## config.mk

```make
export PLATFORM = sky130hd
export DESIGN_NAME = mem_arbiter
export DESIGN_NICKNAME = d
export VERILOG_FILES = /design/src/rtl/risc16_pkg.sv /design/src/rtl/arb_prio3.sv /design/src/rtl/mem_arbiter.sv
export SDC_FILE = /design/constraint.sdc
export NUM_CORES = 1
export LEC_CHECK = 0
export ABC_CLOCK_PERIOD_IN_PS = 4500
export BUFFER_PORTS_ARGS = -buffer_cell sky130_fd_sc_hd__clkbuf_2
export CAP_MARGIN = 20
export CORE_AREA = 2 2 75 77
export DETAILED_ROUTE_END_ITERATION = 12
export DIE_AREA = 0 0 77 79
export GPL_TIMING_DRIVEN = 0
export PLACE_DENSITY = 0.76
export SYNTH_ARGS = -nofsm -noshare
export SYNTH_HDL_FRONTEND = slang
export SYNTH_SLANG_ARGS = --single-unit
```

## constraint.sdc

```tcl
create_clock -name i_clk -period 4.5 [get_ports i_clk]
set_clock_uncertainty 0.1 [all_clocks]
set_input_delay 1.125 -clock i_clk [delete_from_list [all_inputs] [get_ports i_clk]]
set_output_delay 1.125 -clock i_clk [all_outputs]
set_load 0.05 [all_outputs]
```

## src/rtl/risc16_pkg.sv

```systemverilog
// Shared types for the RiSC-16 memory subsystem: requester IDs and arbiter states.
package risc16_pkg;

    typedef enum logic [1:0] {
        NONE = 2'd0,
        IF   = 2'd1,
        DM   = 2'd2,
        HOST = 2'd3
    } req_id_t;

    typedef enum logic {
        ARB    = 1'b0,
        LOCKED = 1'b1
    } arb_state_t;

    // Bit positions in the one-hot request/grant vectors.
    localparam int unsigned GNT_IF   = 0;
    localparam int unsigned GNT_DM   = 1;
    localparam int unsigned GNT_HOST = 2;

endpackage

```

## src/rtl/arb_prio3.sv

```systemverilog
// Three-way fixed-priority picker: host first, then data/fetch in an order
// that swap_if_dm_i can flip. Output is one-hot (or zero when nothing requests).
module arb_prio3
    import risc16_pkg::*;
(
    input  logic [2:0] req_i,
    input  logic       swap_if_dm_i,
    output logic [2:0] gnt_o
);

    always_comb begin
        gnt_o = '0;
        if (req_i[GNT_HOST]) begin
            gnt_o[GNT_HOST] = 1'b1;
        end else if (swap_if_dm_i) begin
            if (req_i[GNT_IF])      gnt_o[GNT_IF] = 1'b1;
            else if (req_i[GNT_DM]) gnt_o[GNT_DM] = 1'b1;
        end else begin
            if (req_i[GNT_DM])      gnt_o[GNT_DM] = 1'b1;
            else if (req_i[GNT_IF]) gnt_o[GNT_IF] = 1'b1;
        end
    end

endmodule

```

## src/rtl/mem_arbiter.sv

```systemverilog
// Shares one synchronous-read memory among fetch, data and host ports with a
// fetch starvation guard and a host lock mode that freezes the core.
module mem_arbiter
    import risc16_pkg::*;
#(
    parameter int p_WORD_LEN     = 16,
    parameter int p_ADDR_LEN     = 16,
    parameter int p_STARVE_LIMIT = 4
) (
    input  logic                  i_clk,
    input  logic                  i_rst,

    input  logic                  i_if_req,
    input  logic [p_ADDR_LEN-1:0] i_if_addr,
    output logic                  o_if_gnt,
    output logic                  o_if_rvalid,
    output logic [p_WORD_LEN-1:0] o_if_rdata,

    input  logic                  i_dm_req,
    input  logic                  i_dm_we,
    input  logic [p_ADDR_LEN-1:0] i_dm_addr,
    input  logic [p_WORD_LEN-1:0] i_dm_wdata,
    output logic                  o_dm_gnt,
    output logic                  o_dm_rvalid,
    output logic [p_WORD_LEN-1:0] o_dm_rdata,

    input  logic                  i_host_req,
    input  logic                  i_host_we,
    input  logic [p_ADDR_LEN-1:0] i_host_addr,
    input  logic [p_WORD_LEN-1:0] i_host_wdata,
    output logic                  o_host_gnt,
    output logic                  o_host_rvalid,
    output logic [p_WORD_LEN-1:0] o_host_rdata,

    input  logic                  i_host_lock,
    output logic                  o_locked,

    output logic                  o_mem_en,
    output logic                  o_mem_we,
    output logic [p_ADDR_LEN-1:0] o_mem_addr,
    output logic [p_WORD_LEN-1:0] o_mem_wdata,
    input  logic [p_WORD_LEN-1:0] i_mem_rdata,

    output logic                  o_core_stall
);

    localparam logic [3:0] STARVE_MAX = 4'(p_STARVE_LIMIT);

    arb_state_t r_state, state_d;
    logic [3:0] r_starve, starve_d;
    req_id_t    r_rd_owner, rd_owner_d;

    logic [2:0] req_m;
    logic [2:0] gnt;
    logic       core_ok;

    // Core ports are masked while locked; everything is masked during reset.
    assign core_ok = (r_state == ARB);
    assign req_m   = i_rst ? 3'b000
                           : {i_host_req, i_dm_req & core_ok, i_if_req & core_ok};

    arb_prio3 u_prio (
        .req_i        (req_m),
        .swap_if_dm_i (r_starve == STARVE_MAX),
        .gnt_o        (gnt)
    );

    assign o_if_gnt     = gnt[GNT_IF];
    assign o_dm_gnt     = gnt[GNT_DM];
    assign o_host_gnt   = gnt[GNT_HOST];
    assign o_core_stall = (i_if_req && !o_if_gnt) || (i_dm_req && !o_dm_gnt);
    assign o_locked     = (r_state == LOCKED);

    always_comb begin
        o_mem_en    = |gnt;
        o_mem_we    = 1'b0;
        o_mem_addr  = '0;
        o_mem_wdata = '0;
        if (gnt[GNT_HOST]) begin
            o_mem_we    = i_host_we;
            o_mem_addr  = i_host_addr;
            o_mem_wdata = i_host_wdata;
        end else if (gnt[GNT_DM]) begin
            o_mem_we    = i_dm_we;
            o_mem_addr  = i_dm_addr;
            o_mem_wdata = i_dm_wdata;
        end else if (gnt[GNT_IF]) begin
            o_mem_addr  = i_if_addr;
        end
    end

    // Read return steers the memory's registered output to last cycle's reader;
    // gated by reset so an in-flight read is dropped immediately.
    assign o_if_rvalid   = !i_rst && (r_rd_owner == IF);
    assign o_dm_rvalid   = !i_rst && (r_rd_owner == DM);
    assign o_host_rvalid = !i_rst && (r_rd_owner == HOST);
    assign o_if_rdata    = o_if_rvalid   ? i_mem_rdata : '0;
    assign o_dm_rdata    = o_dm_rvalid   ? i_mem_rdata : '0;
    assign o_host_rdata  = o_host_rvalid ? i_mem_rdata : '0;

    always_comb begin
        rd_owner_d = NONE;
        if (gnt[GNT_HOST] && !i_host_we)  rd_owner_d = HOST;
        else if (gnt[GNT_DM] && !i_dm_we) rd_owner_d = DM;
        else if (gnt[GNT_IF])             rd_owner_d = IF;
    end

    always_comb begin
        starve_d = r_starve;
        if (r_state == LOCKED || !i_if_req || gnt[GNT_IF]) begin
            starve_d = 4'd0;
        end else if (r_starve < STARVE_MAX) begin
            starve_d = r_starve + 4'd1;
        end
    end

    assign state_d = i_host_lock ? LOCKED : ARB;

    always_ff @(posedge i_clk) begin
        if (i_rst) begin
            r_state    <= ARB;
            r_starve   <= 4'd0;
            r_rd_owner <= NONE;
        end else begin
            r_state    <= state_d;
            r_starve   <= starve_d;
            r_rd_owner <= rd_owner_d;
        end
    end

endmodule

```

Word level (Yosys, flattened, before mapping)
Cells that the tools add are included.
W data, S select, Z words.
{ "word_totals": {"regBits": 7, "inputBits": 104, "output_inout_bits": 90, "word_cells": 52} }
{ "classes": {"add_sub_neg": 1, "n_lt_le_gt_ge": 1, "n_eq_ne": 4, "n_mux": 22, "bitwise": 3, "n_reduce_logical": 18} }
{ "ops": {"columns": ["op", "n"], "rows": [
  ["$mux W16", 8],
  ["$mux W1", 9],
  ["$mux W2", 4],
  ["$logic_and A1 B1 Y1", 7],
  ["$logic_not A1 Y1", 6],
  ["$add A4 B1 Y4 const B", 1],
  ["$eq A2 B2 Y1 const B", 2],
  ["$eq A4 B3 Y1 const B", 1],
  ["$lt A4 B3 Y1 const B", 1],
  ["$logic_or A1 B1 Y1", 3],
  ["$mux W3", 1],
  ["$reduce_or A3 Y1", 1],
  ["$and A1 B1 Y1", 2],
  ["$eq A2 B1 Y1 const B", 1],
  ["$reduce_or A2 Y1", 1],
  ["$not A1 Y1", 1]
]} }

Depth between registers and ports, before layout
Gate-level depths: netlist of the first run.
{ "logic_depth": {"word_depth": 10, "depth_mapped": 7, "ltp_nobuf": 5} }

Modules after synthesis
Synthesis of the first run repeated with hierarchy kept, for this count alone.
{ "hier_totals": {"cells_unflattened": 179, "hier_area_um2": 1237.4} }
{ "by_module_without_submodules": {"columns": ["mod", "n_inst", "cells_each", "area_per_inst_um2", "seq_area_each_um2"], "rows": [
  ["mem_arbiter", 1, 174, 1199.9, 140.1],
  ["arb_prio3", 1, 5, 37.5, 0.0]
]} }

Least setup slack after synthesis of the first run
No wires, ideal clock.
{ "synth_path": {"kind": "input port to output port", "from": "input port i_rst", "to": "output port o_mem_wdata[0]", "arrival_time_ns": 2.822, "required_ns": 3.275, "setup_slack_ns": 0.453, "stages": 5, "path_buffers": 2, "path_cell_list": "nor3_1 > o211a_1 > buf_2 > clkbuf_1 > a22o_1"} }
{ "synth_via": {"elab_chain_len": 7, "elab_cells_between_ends": 8, "classes_between": "8 x mux"} }
{ "synth_lines": {"columns": ["element", "line", "rtl"], "rows": [
  ["start, declared", "mem_arbiter.sv:11", "input logic i_rst,"],
  ["$mux W3 (*)", "mem_arbiter.sv:59", "assign req_m = i_rst ? 3'b000"],
  ["$mux W1", "arb_prio3.sv:17, arb_prio3.sv:19", null],
  ["$mux W1", "arb_prio3.sv:16", "if (req_i[GNT_IF]) gnt_o[GNT_IF] = 1'b1;"],
  ["$mux W2", "arb_prio3.sv:15", "end else if (swap_if_dm_i) begin"],
  ["$mux W2 (*)", "arb_prio3.sv:13", "if (req_i[GNT_HOST]) begin"],
  ["named net o_dm_gnt", "mem_arbiter.sv:23", "output logic o_dm_gnt,"],
  ["$mux W16 (*)", "mem_arbiter.sv:83", "end else if (gnt[GNT_DM]) begin"],
  ["$mux W16 (*)", "mem_arbiter.sv:79", "if (gnt[GNT_HOST]) begin"],
  ["end, declared", "mem_arbiter.sv:41", "output logic [p_WORD_LEN-1:0] o_mem_wdata,"]
]} }
Mark *: on every way through the listed nets, which the timed path passes. The rest lies on a longest branch.

Worst setup path after layout of the first run
{ "layout_path": {"from": "input port i_rst", "to": "output port o_mem_addr[14]"} }
{ "layout_via": {"elab_chain_len": 8, "elab_cells_between_ends": 11, "classes_between": "11 x mux"} }
{ "layout_lines": {"columns": ["element", "line", "rtl"], "rows": [
  ["$mux W3 (*)", "mem_arbiter.sv:59", null],
  ["$mux W1", "arb_prio3.sv:16, arb_prio3.sv:20", null],
  ["$mux W1", "arb_prio3.sv:19", "if (req_i[GNT_DM]) gnt_o[GNT_DM] = 1'b1;"],
  ["$mux W2", "arb_prio3.sv:15", null],
  ["$mux W2", "arb_prio3.sv:13", null],
  ["$mux W16", "mem_arbiter.sv:87", "end else if (gnt[GNT_IF]) begin"],
  ["$mux W16", "mem_arbiter.sv:83", null],
  ["$mux W16 (*)", "mem_arbiter.sv:79", null],
  ["end, declared", "mem_arbiter.sv:40", "output logic [p_ADDR_LEN-1:0] o_mem_addr,"]
]} }
Every way passes the cells marked *; elsewhere a longest branch is shown, timed or not.

==> summary.md, run 1 <==
| Metric | Value |
|---|---|
| Final hold violations | 0 |
| Layout Nets | between 400 and 500 |
| Max_slew headroom | around 54% |
| ANT cells | 0 |
| Post-route ant nets | 0 |
| Maximum clock rate | about 240 MHz |
| Worst Setup End Kind | output pin |
| Yosys cell types | 28 |
| Static Leak | 1.356 nW |
| Kind of critical path | in -> out |
| Most frequent cells in the layout | clkbuf_2, and2_1, a22o_1 |
| Yosys synthesis warning count | 0 |
| Routability cong. | between 0.7 and 0.8 |
| Core area | 5338 um2 |
| Syn Std Cell Area | around 1200 um2 |
| Post-Syn Nets | between 200 and 300 |
| FF+latch count, synth | 7 |
| Clock Latency Late Sink | 0.23 ns |
| Synth top area cells | and2_1, a22o_1, dfxtp_1 |
| Worst Setup Start Kind | primary input |
| CTS Hold Bufs | 0 |
| Post-synthesis sequential area ratio | approximately an eighth |
| Max VDD drop | 0.0001019 V |
| Clk sinks | 7 |
| Clk slew on worst S/H paths | approximately 0.040 ns |
| Starting Density | between 20% and 30% |
| Cts bufs inserted | 3 |
| Synth-to-layout area growth | 95.65% |
| Worst Hold Class | reg -> reg |
| Critical Path RT | roughly 3.3 ns |
| PostCTS Resize Cnt | 0 |
| Avg Cell Area, Syn | 7.623 um2 |
| Final Setup Violations | 0 |
| Slew at the pin closest to its max-slew limit | between 0.6 and 0.7 ns |
| CTS HTree Levels | 1 |
| DR vias/cell | roughly 4.5 |
| Die area | ~6100 um2 |
| DRT Wirelength | 5119 um |
| Post-DP HPWL | 4596 um |
| Setup Total Neg Slack | 0 ns |
| Most area-hungry cell type in the Yosys netlist | and2_1 |
| Power per cell area | approximately 180 nW/um2 |
| Antenna violations before repair | 0 |
| Congestion Overflow GR | 0 |
| First-pass GRT wire length | about 8000 um |
| Min Tclk post-route | 4.135 ns |
| Synth top area share | about a third |
| Wire length per cell | roughly 12 um |
| Pre-Repair DR Iteration Count | 4 |
| CP Max Fanout | 10 |
| Post-layout util | between 40% and 50% |
| Setup repair bufs after CTS | 0 |
| Die W | roughly 77 um |
| Root Buffer | clkbuf_8 |
| Commonest non-fill, non-tap cell in the layout | clkbuf_2 |
| DR vias | roughly 1900 |
| Syn Inst Count | approximately 150 |
| CTS tree | done |
| Max-cap check violation count | 0 |
| IO Pins | around 190 |
| Status | completed |
| Tcrit/Tclk final | 91.88% |
| Pin count of the biggest net entering global routing | 11 |
| RSZ-0062 raised after global routing | no |
| Slew Viols, Final | 0 |
| GR Util All Layers | approximately 16% |
| Critical Path AT | a little under 3 ns |
| Residual DRC count | 0 |
| Die Y | between 70 and 80 um |
| Largest buffer count on any clock path | 2 |
| Vias in the first global route | roughly 1800 |
| Cell Rows | 27 |
| Layout cell share with drive strength beyond 1 | about three fifths |
| Buffers added on ports | 193 |
| Initial drt markers | 36 |
## path summary, 6_finish.rpt
path,from,to,slack (ns),depth (start not counted)
setup reg to reg,r_starve[0],r_rd_owner[1],2.67,7
setup / recovery,i_rst,o_mem_addr[14],0.37,7
hold reg to reg,r_starve[3],r_starve[3],0.38,2
hold / removal,r_starve[3],r_starve[3],0.38,2
## cells in the mapped netlist
library cell and count:
clkbuf_1 9, xnor2_1 1, a21oi_1 2, nand2b_1 1
or3b_1 1, a221o_1 8, a221o_2 8, dfxtp_1 7
and3b_1 1, ha_1 2, nor3_1 5, mux2i_1 1
and2_1 64, o2bb2ai_1 1, o21ba_2 1, a211oi_4 1
nand2_1 1, inv_1 6, nor2_1 3, buf_6 1
o211a_1 1, o21bai_1 1, buf_2 3, and2b_1 1
nor3b_1 2, nand3b_1 1, a22o_1 17, o21ai_0 1
## registers in the layout, summed over array words and instances (netlist names)
signal      count
r_rd_owner      2
o_locked        1
r_starve        4
## report_power, final
group	total (mW)	internal, mW	switching [mW]
clock	0.0875	0.0612	0.0263
combinational	0.244	0.0796	0.164
sequential	0.0666	0.0646	0.00194
total	0.398	0.205	0.193
## final cells by class
cell class                      instances  area (um2)
Inverter                                6       22.52
Buffer                                 13       60.06
Clock buffer                            4       45.04
Timing Repair Buffer                  193       965.9
Sequential cell                         7       140.1
Multi-Input combinational cell        125       928.4
Tap cell                               72       90.09
Fill cell                             563        3085
## per-layer routing
layer | part of all wire, % | vias to the layer above | routed length [um] | GRT usage [%]
li1 | - | 937 | - | -
met1 | 39 | 814 | 1989 | 18.18
met2 | 52 | 120 | 2676 | 31.23
met3 | 8.5 | 6 | 436 | 2.386
met4 | 0.33 | 0 | 17 | 3.214
met5 | 0 | - | 0 | 0
## logic make-up after synthesis
kind of cell | synth area share [%]
fa+ha+maj | 2.174
mux | 0.8696
flops | 12.17
compound gates | 33.91
simple gates | 42.93
buf+inv | 7.173
xor+xnor | 0.7610
## critical path: stages
cell,delay [ns]
clkbuf_2,0.14
or3b_1,0.37
buf_2,0.16
a211oi_4,0.46
buf_6,0.21
a221o_2,0.14
clkbuf_2,0.28
## metrics by stage
step	cell area [um2]	total power, mW	setup WS [ns]	hold WS [ns]	instances
2_1_floorplan	1151	0.2265	0.4527	0.3463	151
3_3_place_gp	2207	0.3115	0.3324	0.3569	416
3_5_place_dp	2207	0.3132	0.3256	0.3779	416
4_1_cts	2252	0.4033	0.3237	0.3832	420
5_1_grt	2252	0.4217	0.2393	0.4130	420
6_report	2252	0.3981	0.3653	0.3785	420
Note: power is estimated with default switching activity, not from simulation.
==> run 2, diff against run 1 <==
--- a/config.mk
+++ b/config.mk
@@ -5,14 +5,14 @@
 export SDC_FILE = /design/constraint.sdc
 export NUM_CORES = 1
 export LEC_CHECK = 0
-export ABC_CLOCK_PERIOD_IN_PS = 4500
+export ABC_CLOCK_PERIOD_IN_PS = 4750
 export BUFFER_PORTS_ARGS = -buffer_cell sky130_fd_sc_hd__clkbuf_2
 export CAP_MARGIN = 20
-export CORE_AREA = 2 2 75 77
+export CORE_AREA = 2 2 76 78
 export DETAILED_ROUTE_END_ITERATION = 12
-export DIE_AREA = 0 0 77 79
+export DIE_AREA = 0 0 78 80
 export GPL_TIMING_DRIVEN = 0
-export PLACE_DENSITY = 0.76
+export PLACE_DENSITY = 0.74
 export SYNTH_ARGS = -nofsm -noshare
 export SYNTH_HDL_FRONTEND = slang
 export SYNTH_SLANG_ARGS = --single-unit
==> constraint.sdc (replaced) <==
create_clock -name i_clk -period 4.75 [get_ports i_clk]
set_clock_uncertainty 0.1 [all_clocks]
set_input_delay 1.1875 -clock i_clk [delete_from_list [all_inputs] [get_ports i_clk]]
set_output_delay 1.1875 -clock i_clk [all_outputs]
set_load 0.05 [all_outputs]
==> run 2 against run 1 <==
Effect of this change: count of clock-buffer cells in the layout stayed put; combinational power is 5% lower; core utilization is 0.53 points lower; sequential cell count stayed put; sequential power is 5.9% lower; wire length is 1.6% lower; cell count stayed put; critical path depth stayed put; critical path type unchanged.
==> summary.md, run 2 (synthesis results as in run 1) <==
| Metric | Value |
|---|---|
| Post-DP HPWL | 4470 um |
| Max_slew headroom | between 40% and 50% |
| Worst Hold Class | reg -> reg |
| DR vias/cell | around 4.4 |
| DR vias | about 1800 |
| Clk slew on worst S/H paths | about 0.040 ns |
| R2r worst-path depth | 7 |
| Antenna violations before repair | 0 |
| Pin count of the biggest net entering global routing | 11 |
| Final WS setup | around 0.53 ns |
| Worst Setup Start Kind | primary input |
| CTS Hold Bufs | 0 |
| Commonest non-fill, non-tap cell in the layout | clkbuf_2 |
| Power per cell area | 167.2 nW/um2 |
| Static Leak | approximately 1.4 nW |
| Initial drt markers | 30 |
| Tcrit/Tclk final | about nine tenths |
| Max-cap check violation count | 0 |
| Congestion Overflow GR | 0 |
| R2R Path Start | r_starve[0] |
| Dpl ws | between 0.5 and 0.6 ns |
| Final Setup Violations | 0 |
| GR Util All Layers | between 10% and 20% |
| Buffers added on ports | 193 |
| Layout Nets | around 460 |
| Most frequent cells in the layout | clkbuf_2, and2_1, a22o_1 |
| Slew Viols, Final | 0 |
| Root Buffer | clkbuf_8 |
| Pre-Repair DR Iteration Count | 4 |
| DRT Wirelength | between 5000 and 6000 um |
| Max VDD drop | roughly 0.000070 V |
| Fin Hold WS | roughly 0.38 ns |
| Vias in the first global route | 1723 |
| Critical path destination | o_mem_addr[7] |
| Post-route ant nets | 0 |
| PostCTS Resize Cnt | 0 |
| Critical Path AT | 2.93 ns |
| Max FFs per register | 4 |
| Cts bufs inserted | 3 |
| IO Pins | between 150 and 200 |
| Synth-to-layout area growth | 95.65% |
| Routability cong. | ~0.74 |
| Critical Path RT | between 3 and 4 ns |
| Worst R2R Setup Slack | between 2 and 3 ns |
| Multi-input combinational cell area | between 900 and 1000 um2 |
| ANT cells | 0 |
| R2R Path End | r_rd_owner[1] |
| Core area | roughly 5400 um2 |
| Top reg by flops | r_starve |
| CP Max Fanout | 10 |
| Wire length per cell | between 10 and 15 um |
| Cell Rows | 27 |
| CTS HTree Levels | 1 |
| Final hold violations | 0 |
| Starting Density | 21.30% |
| Residual DRC count | 0 |
| Min Tclk post-route | around 4.2 ns |
| Layout cell share with drive strength beyond 1 | 60.34% |
| Slew at the pin closest to its max-slew limit | roughly 0.89 ns |
| # fillers | about 570 |
| Clock Latency Late Sink | about 0.22 ns |
| Setup Total Neg Slack | 0 ns |
| Kind of critical path | in -> out |
| Die area | about 6200 um2 |
| Worst Setup End Kind | output pin |
| Crit. Startpoint | i_rst |
| Status | completed |
| Maximum clock rate | between 200 and 250 MHz |
| Register area | between 100 and 150 um2 |
| RSZ-0062 raised after global routing | no |
| First-pass GRT wire length | a little under 8000 um |
| Clk sinks | 7 |
| Largest buffer count on any clock path | 2 |
| CTS tree | done |
| Die Y | approximately 80 um |
| Setup repair bufs after CTS | 0 |
| Die W | around 78 um |
run 2: metal layers:
metal  global-route usage (%)  vias up  wire length (um)
li1                         -      938                 -
met1                    15.96      777              1849
met2                    30.69      118              2599
met3                    3.620        2               569
met4                    2.632        0                18
met5                        0        -                 0
run 2: worst min-delay path by stage:
stage	slack (ns)	startpoint	cells after the start	end
finish	0.38	r_starve[3]	2	r_starve[3]
global route	0.42	r_starve[3]	2	r_starve[3]
CTS	0.38	r_starve[3]	2	r_starve[3]
detailed placement	0.37	r_starve[3]	2	r_starve[3]
global placement	0.36	r_starve[3]	2	r_starve[3]
floorplan	0.35	r_starve[3]	2	r_starve[3]
run 2: area by class of cell:
type,count,share of cell area [%]
buffer,13,2.667
clock buffer,4,2.000
inverter,6,1.000
multi-input combinational,125,41.22
sequential,7,6.222
tap,72,4.000
timing repair buffer,193,42.89
run 2: power by group:
part	internal, mW	switching, mW
Combinational	0.0756	0.156
Sequential	0.0612	0.00151
Clock	0.0580	0.0247
Total	0.195	0.182
run 2: metrics by stage:
step	instances	instance area [um2]	util, %	power [mW]
2_1_floorplan	151	1151	-	0.2146
3_3_place_gp	416	2207	40.83	0.2940
3_5_place_dp	416	2207	40.83	0.2963
4_1_cts	420	2252	41.67	0.3809
5_1_grt	420	2252	41.67	0.3983
6_report	420	2252	41.67	0.3765
run 2: worst max-delay path, stage by stage:
cell and delay, ns:
clkbuf_2 0.14, or3b_1 0.39, buf_2 0.17, a211oi_4 0.41, buf_6 0.20, a221o_2 0.16
clkbuf_2 0.27
==> run 3, diff against run 2 <==
--- a/config.mk
+++ b/config.mk
@@ -8,11 +8,14 @@
 export ABC_CLOCK_PERIOD_IN_PS = 4750
 export BUFFER_PORTS_ARGS = -buffer_cell sky130_fd_sc_hd__clkbuf_2
 export CAP_MARGIN = 20
-export CORE_AREA = 2 2 76 78
+export CELL_PAD_IN_SITES_DETAIL_PLACEMENT = 0
+export CELL_PAD_IN_SITES_GLOBAL_PLACEMENT = 1
+export CORE_ASPECT_RATIO = 0.8
+export CORE_UTILIZATION = 16
 export DETAILED_ROUTE_END_ITERATION = 12
-export DIE_AREA = 0 0 78 80
 export GPL_TIMING_DRIVEN = 0
-export PLACE_DENSITY = 0.74
+export PLACE_DENSITY = 0.91
+export REMOVE_ABC_BUFFERS = 1
 export SYNTH_ARGS = -nofsm -noshare
 export SYNTH_HDL_FRONTEND = slang
 export SYNTH_SLANG_ARGS = --single-unit
==> run 3 against run 2 <==
Effect of this change: critical path depth is 2 lower; setup slack worse by 0.18 ns; die area increased by 21%; combinational power about the same; sequential power barely moved; sequential share of layout area is 0.065 points lower; maximum frequency shrank 4.2%; sequential cell count unchanged; count of clock-buffer cells in the layout is the same; cell count is 1.2% higher; non-clock buffer count down 10; largest cell class unchanged.
==> summary.md, run 3 (synthesis results as in run 1) <==
| Metric | Value |
|---|---|
| GR Util All Layers | a little over an eighth |
| Min Tclk post-route | 4.402 ns |
| Slowest CP cell | a211oi_4 |
| Post-DP HPWL | 4540 um |
| Worst Setup Start Kind | primary input |
| Initial drt markers | 31 |
| CTS Hold Bufs | 0 |
| Slew at the pin closest to its max-slew limit | ~0.87 ns |
| Kind of critical path | in -> out |
| Congestion Overflow GR | 0 |
| First-pass GRT wire length | between 8000 and 9000 um |
| Final WS setup | between 0.3 and 0.4 ns |
| Worst Setup End Kind | output pin |
| IO Pins | between 150 and 200 |
| CTS tree | done |
| Tcrit/Tclk final | between 90 and 100% |
| CTS HTree Levels | 1 |
| DR vias/cell | roughly 4.3 |
| Final hold violations | 0 |
| Commonest non-fill, non-tap cell in the layout | clkbuf_2 |
| Max_slew headroom | 41.67% |
| Starting Density | approximately 17% |
| Top reg by flops | r_starve |
| CP Max Fanout | 18 |
| Setup repair bufs after CTS | 0 |
| Status | completed |
| DRT Wirelength | ~5200 um |
| Residual DRC count | 0 |
| Clk sinks | 7 |
| Top Family by Delay on Critical Path | compound AO/OA/AOI/OAI gates |
| Post-route ant nets | 0 |
| Critical Path Max Stage Delay | roughly 0.7 ns |
| ANT cells | 0 |
| RSZ-0062 raised after global routing | no |
| Max-cap check violation count | 0 |
| CP cell instances | clkbuf_2 > or3b_1 > a211oi_4 > a221o_2 > clkbuf_2 |
| Worst Hold Class | reg -> reg |
| Maximum clock rate | 227.2 MHz |
| Buffers added on ports | approximately 190 |
| Dpl ws | approximately 0.087 ns |
| Die area | around 7500 um2 |
| Core area | just under 7000 um2 |
| Routability cong. | just over 0.7 |
| Final Setup Violations | 0 |
| Clk slew on worst S/H paths | roughly 0.040 ns |
| # fillers | approximately 760 |
| Max VDD drop | around 0.000065 V |
| Most frequent cells in the layout | clkbuf_2, and2_1, a22o_1 |
| Pin count of the biggest net entering global routing | 36 |
| Critical Path RT | 3.46 ns |
| Synth-to-layout area growth | 97.72% |
| PostCTS Resize Cnt | 0 |
| Most frequent CP cell | clkbuf_2 |
| WP buf/inv | 2 |
| Max FFs per register | 4 |
| Antenna violations before repair | 0 |
| Clock Latency Late Sink | between 0.2 and 0.25 ns |
| Total power draw | 0.3782 mW |
| Layout cell share with drive strength beyond 1 | between 60% and 70% |
| Cell Rows | 27 |
| Cts bufs inserted | 3 |
| Slew Viols, Final | 0 |
| Largest buffer count on any clock path | 2 |
| Wire length per cell | between 10 and 15 um |
| Layout Nets | 445 |
| Die Y | 77.87 um |
| Pre-Repair DR Iteration Count | 2 |
| Root Buffer | clkbuf_8 |
| Power per cell area | approximately 170 nW/um2 |
| Static Leak | approximately 1.4 nW |
| DR vias | 1844 |
| Die W | around 97 um |
| Critical Path AT | 3.11 ns |
| Vias in the first global route | 1717 |
==> run 3: cell count changes in the layout (fill, tap and decap cells not counted), sizes merged <==
cell    change
buf         -1
clkbuf      -9
==> run 3: power breakdown <==
part / switching [mW] / internal [mW] / total (mW)
combinational: 0.157 / 0.0776 / 0.234
clock: 0.0230 / 0.0578 / 0.0808
sequential: 0.00174 / 0.0612 / 0.0630
==> run 3: cell type report <==
class / instances / area [um2] / share of cell area (%)
timing repair buffer: 196 / 1026 / 45.08
multi-input combinational: 125 / 933.4 / 41.01
sequential: 7 / 140.1 / 6.157
tap: 87 / 108.9 / 4.783
clock buffer: 4 / 45.04 / 1.979
inverter: 6 / 22.52 / 0.9896
==> run 3: worst register-to-register path: cells and delay by family (launching register included) <==
kind,cells,cell delay (ns)
simple gates,1,0.46
compound gates,2,0.91
flops,1,0.33
==> run 3: worst paths after layout <==
path / depth (start not counted) / to / start / slack, ns
hold reg to reg: 2 / r_starve[3] / r_starve[3] / 0.37
setup reg to reg: 3 / r_rd_owner[0] / o_locked / 2.88
hold / removal: 2 / r_starve[3] / r_starve[3] / 0.37
setup / recovery: 5 / o_mem_addr[11] / i_rst / 0.35
==> run 3: metal layers <==
metal | up-vias | GRT usage [%] | part of all wire [%]
met5 | - | 0 | 0
met4 | 0 | 2.687 | 0.36
met3 | 2 | 2.072 | 7.8
met2 | 114 | 26.90 | 54
met1 | 812 | 14.16 | 38
li1 | 916 | - | -
==> run 3: per-stage QoR <==
| stage | util (%) | TNS, ns | instances | instance area [um2] | hold slack, ns |
|---|---|---|---|---|---|
| detailed placement | 31.42 | 0 | 419 | 2176 | 0.3737 |
| finish | 32.86 | 0 | 425 | 2276 | 0.3745 |
| global route | 32.86 | 0 | 425 | 2276 | 0.4195 |
| global placement | 31.27 | 0 | 418 | 2166 | 0.3579 |
| floorplan | - | -0.6205 | 138 | 1091 | 0.3463 |
| CTS | 32.07 | 0 | 423 | 2221 | 0.3792 |
